## config.mk

```make
export PLATFORM = sky130hd
export DESIGN_NAME = fifo_wr_arbiter
export DESIGN_NICKNAME = d
export VERILOG_FILES = /design/src/rtl/fifo_wr_arbiter.sv
export SDC_FILE = /design/constraint.sdc
export NUM_CORES = 1
export LEC_CHECK = 0
export CORE_ASPECT_RATIO = 0.8
export CORE_MARGIN = 1.5
export CORE_UTILIZATION = 39
export DETAILED_ROUTE_END_ITERATION = 6
export GPL_TIMING_DRIVEN = 1
export PLACE_DENSITY = 0.79
export SYNTH_ARGS = -nofsm -noshare
export SYNTH_HDL_FRONTEND = slang
export SYNTH_SLANG_ARGS = --single-unit
```

## constraint.sdc

```tcl
create_clock -name clk_1 -period 2.4 [get_ports clk_1]
set_input_delay 0.6 -clock clk_1 [delete_from_list [all_inputs] [get_ports clk_1]]
set_output_delay 0.6 -clock clk_1 [all_outputs]
set_load 0.01 [all_outputs]
```

## src/rtl/fifo_wr_arbiter.sv

```systemverilog
// Round-robin arbiter sharing the buffer write port among NUM_REQ producers in bounded bursts.
// Grant one cycle after request, then 1 beat/cycle; fifo_full stalls beats while the grant is held.
module fifo_wr_arbiter #(
  parameter int NUM_REQ   = 4,
  parameter int DATA_W    = 16,
  parameter int MAX_BURST = 4
) (
  input  logic                      clk_1,
  input  logic                      rst,
  input  logic [NUM_REQ-1:0]        req,
  input  logic [NUM_REQ*DATA_W-1:0] req_data,
  input  logic                      fifo_full,
  output logic [NUM_REQ-1:0]        ack,
  output logic                      fifo_wr_en,
  output logic [DATA_W-1:0]         fifo_wr_data,
  output logic [2:0]                owner_id,
  output logic                      busy,
  output logic [15:0]               beat_count
);

  localparam logic [0:0] ST_ARB   = 1'b0;
  localparam logic [0:0] ST_BURST = 1'b1;

  logic [0:0]        state;
  logic [2:0]        rr_ptr;
  logic [7:0]        burst_cnt;
  logic              own_req;
  logic [DATA_W-1:0] own_data;
  logic              accept;
  logic              grant_vld;
  logic [2:0]        grant_idx;
  logic [3:0]        cand;
  logic [2:0]        next_ptr;
  logic              last_beat;

  // Rotating priority scan starting at rr_ptr; indices wrap at NUM_REQ.
  always_comb begin
    grant_vld = 1'b0;
    grant_idx = 3'd0;
    cand      = 4'd0;
    for (int k = 0; k < NUM_REQ; k++) begin
      cand = {1'b0, rr_ptr} + 4'(k);
      if (cand >= 4'(NUM_REQ)) cand = cand - 4'(NUM_REQ);
      for (int j = 0; j < NUM_REQ; j++) begin
        if (!grant_vld && cand == 4'(j) && req[j]) begin
          grant_vld = 1'b1;
          grant_idx = cand[2:0];
        end
      end
    end
  end

  always_comb begin
    own_req  = 1'b0;
    own_data = '0;
    for (int j = 0; j < NUM_REQ; j++) begin
      if (owner_id == 3'(j)) begin
        own_req  = req[j];
        own_data = req_data[j*DATA_W +: DATA_W];
      end
    end
  end

  assign busy      = (state == ST_BURST);
  assign accept    = busy && own_req && !fifo_full && !rst;
  assign last_beat = (burst_cnt == 8'(MAX_BURST - 1));
  assign next_ptr  = (owner_id == 3'(NUM_REQ - 1)) ? 3'd0 : owner_id + 3'd1;

  always_comb begin
    ack = '0;
    for (int j = 0; j < NUM_REQ; j++) begin
      if (accept && owner_id == 3'(j)) ack[j] = 1'b1;
    end
  end

  assign fifo_wr_en   = accept;
  assign fifo_wr_data = busy ? own_data : '0;

  always_ff @(posedge clk_1) begin
    if (rst) begin
      state      <= ST_ARB;
      owner_id   <= 3'd0;
      rr_ptr     <= 3'd0;
      burst_cnt  <= 8'd0;
      beat_count <= 16'd0;
    end else begin
      case (state)
        ST_ARB: begin
          if (grant_vld) begin
            owner_id  <= grant_idx;
            burst_cnt <= 8'd0;
            state     <= ST_BURST;
          end
        end
        default: begin
          if (!own_req) begin
            // Owner gave up the grant (zero-beat or early end).
            state  <= ST_ARB;
            rr_ptr <= next_ptr;
          end else if (accept) begin
            burst_cnt  <= burst_cnt + 8'd1;
            beat_count <= beat_count + 16'd1;
            if (last_beat) begin
              state  <= ST_ARB;
              rr_ptr <= next_ptr;
            end
          end
        end
      endcase
    end
  end

endmodule

```

==> summary.md <==
| Metric | Value |
|---|---|
| RSZ-0062 raised after global routing | yes |
| Asr flop ratio synth | 0 |
| Final ANT Viol Nets | 0 |
| Total gr overflow | 0 |
| Sw Ratio | 0.433 |
| Initial antenna violation count | 0 |
| Io pins | 112 |
| Core ar. | 6310 µm² |
| Syn avg cell area | 7.61 µm² |
| Clock Power Share | 0.085 |
| Routed WL per cell | 20.8 µm |
| Inst Count DP | 554 |
| NetSw | 1.97 mW |
| Outcome | finished with violations |
| Final nets | 602 |
| Worst Hold Class | flip-flop to flip-flop |
| Final Setup Violations | 27 |
| Htree depth | 2 |
| CP Data Arrival Time | 2.25 ns |
| Cells after Synth | 332 |
| Max-Cap Viols | 0 |
| Final Non-Filler Cells | 597 |
| Seq pwr share | 0.139 |
| Hold Slack | 0.474 ns |
| # rows | 26 |
| Startpoint types | flip-flop |
| Failing checks | setup timing |
| Sequential area share after synthesis | 0.246 |
| Horiz. Die Dim | 93.0 µm |
| Final worst slack | -0.454 ns |
| CTS Buf Count | 5 |
| Worst path required time | 1.80 ns |
| Worst Tran Pin Value | 0.424 ns |
| Syn Nets | 420 |
| Max Slew Vio Count | 0 |
| Drt drc | 0 |
| Commonest register cell after synthesis | dfxtp_1 |
| Share of layout cells above drive strength 1 | 0.368 |
| Cell area after synthesis | 2530 µm² |
| Worst setup EP type | output pin |
| Yosys warns | 0 |
| WS Path Type | flip-flop to output pin |
| Min Tclk post-route | 2.85 ns |
| Die area | 6970 µm² |
| CTS Buffer Depth | 2 |
| CTS Hold Bufs | 0 |
| Gate power share | 0.776 |
| Total Power | 4.55 mW |
| CTS tree | done |
| Wirelength, routed | 12,400 µm |
| PortBufs | 111 |
| Detailed placer's ending HPWL | 6470 µm |
| VDD IR-drop max | 0.442 mV |
| Lkg Pwr | 1.95 nW |
| Clk sink count | 31 |
| Flops & latches, synth | 31 |
| Vias | 3,592 |
| Post-synth EDFFs | 0 |
| Clock skew after layout | 0.00994 ns |
| Clock-pin slew on the worst setup and hold paths | 0.07 ns |
| Starting density of the core | 0.400 |
| Pwr per Cell Area | 928 nW/µm² |
| First-pass GRT wire length | 15,300 µm |
| Critical Path Fanout Max | 8 |
| Initial DRT Pass Iterations | 5 |
| RD Place Congestion | 0.877 |
| Post-DP Area | 4050 µm² |
| Initial DRC Count | 303 |
| Final Hold Viols | 0 |
| Rel. slew slack | 0.716 |
| Pin count of the biggest net entering global routing | 25 |
| Fin area | 4900 µm² |
| Gr usage total | 0.281 |
| Netlist cell types | 53 |
| CTS root buffer | clkbuf_8 |
| Internal Power | 2.58 mW |
| Vias per cell | 6.02 |
| P&R area growth vs syn | 94.2% |
| Die height | 75.0 µm |
| Period utilisation layout | 1.19 |
| Vias in the first global route | 3,132 |
| Clock Latency Late Sink | 0.29 ns |
| Final core occ | 0.777 |
| Fmax | 350 MHz |
| N_diodes | 0 |
| Filler Cell Count | 410 |
synthesized netlist by cell type (4+ instances only):
cell type	number	area (µm²)
and3_1	4	25.0
o21ai_1	4	20.0
dfxtp_1	31	621
or3_1	5	31.3
a211oi_1	16	120
nand2b_1	4	25.0
inv_1	8	30.0
ha_1	17	213
nand2_1	24	90.1
nor2_1	48	180
o21ai_0	8	40.0
nand4_1	7	43.8
nand3_1	8	40.0
a21oi_1	25	125
xor2_1	13	114
a22oi_1	19	143
xnor2_1	7	61.3
o211ai_1	4	30.0
nor2b_1	20	125
clkbuf_1	16	60.1
through the flow:
step                worst slack [ns]  TNS (ns)
floorplan                   -0.00639  -0.00639
global placement              -0.593     -9.79
detailed placement            -0.601    -10.68
CTS                           -0.149     -1.94
global route                  -0.463     -6.45
finish                        -0.454     -4.46
cell type report:
| class | instances | area, µm² | share of cell area |
|---|---|---|---|
| clock buffers | 6 | 72.6 | 0.0148 |
| inverters | 9 | 38.8 | 0.00791 |
| multi-input cells | 273 | 2200 | 0.448 |
| flip-flops and latches | 31 | 637 | 0.130 |
| well taps | 84 | 105 | 0.0214 |
| repair buffers | 194 | 1850 | 0.378 |
power by group through the flow:
| stage | Sequential, mW | Clock, mW | Combinational [mW] |
|---|---|---|---|
| after floorplan | 0.625 | 0 | 1.19 |
| after global placement | 0.604 | 0 | 2.13 |
| after detailed placement | 0.608 | 0 | 2.18 |
| after CTS | 0.613 | 0.382 | 2.78 |
| after global routing | 0.637 | 0.405 | 3.69 |
| final | 0.632 | 0.389 | 3.53 |
flip-flops by register name, summed over array words and instances, names as in the netlist:
| name | count |
|---|---|
| beat_count | 16 |
| burst_cnt | 8 |
| owner_id | 3 |
| rr_ptr | 3 |
| busy | 1 |
worst max-delay path: stages, from the launching register on:
cell      delay (ns)
dfxtp_4         0.38
buf_6           0.10
ha_4            0.14
nor2b_4         0.14
buf_6           0.16
buf_6           0.12
a22oi_2         0.05
a211oi_2        0.36
a21oi_2         0.08
nor2b_1         0.21
buf_2           0.19
per-layer routing:
metal / routed length, µm / track usage / share of wire
met5: 0 / 0 / 0
met4: 817 / 0.125 / 0.066
met3: 888 / 0.0566 / 0.071
met2: 6020 / 0.474 / 0.48
met1: 4720 / 0.355 / 0.38
placed cells by master, fill, tap and decap left out, types with 3 or more instances in the layout:
cell	n
a211oi_2	14
a21oi_1	18
a21oi_2	7
a22oi_1	8
a22oi_2	11
and2_1	3
and3_1	4
buf_12	4
buf_16	3
buf_2	20
buf_4	54
buf_6	19
buf_8	3
clkbuf_8	5
clkdlybuf4s50_1	86
dfxtp_1	26
dfxtp_4	4
dlygate4sd2_1	3
ha_1	7
ha_2	3
ha_4	7
inv_1	4
inv_2	3
nand2_1	24
nand3_1	7
nand4_1	7
nor2_1	44
nor2_2	3
nor2b_1	17
o211ai_1	5
o21ai_0	6
o21ai_1	5
or3_1	4
xnor2_1	6
xor2_1	13
final timing paths:
path	startpoint	to	depth (start not counted)	slack, ns
worst min register to register	burst_cnt[1]	burst_cnt[1]	2	0.47
worst max register to register	rr_ptr[1]	owner_id[2]	11	-0.10
worst min-delay path	burst_cnt[1]	burst_cnt[1]	2	0.47
worst max-delay path	owner_id[0]	fifo_wr_data[12]	10	-0.45
cells by family after synthesis:
group	after synthesis	share of synthesized area
multiplexers	2	0.00793
buffers and inverters	29	0.0471
AO/OA/AOI/OAI	94	0.256
XOR/XNOR	21	0.0758
AND/OR/NAND/NOR	138	0.283
adder cells (fa/ha/maj)	17	0.0842
flip-flops	31	0.246
what timing repair did:
action                     4_1_cts  5_1_grt
gates resized for setup        154       59
pin swaps                       21       35
gates cloned                     5        2
setup buffers                   16       18
setup endpoints to repair       32       47
Power figures use the tool's default switching activity.
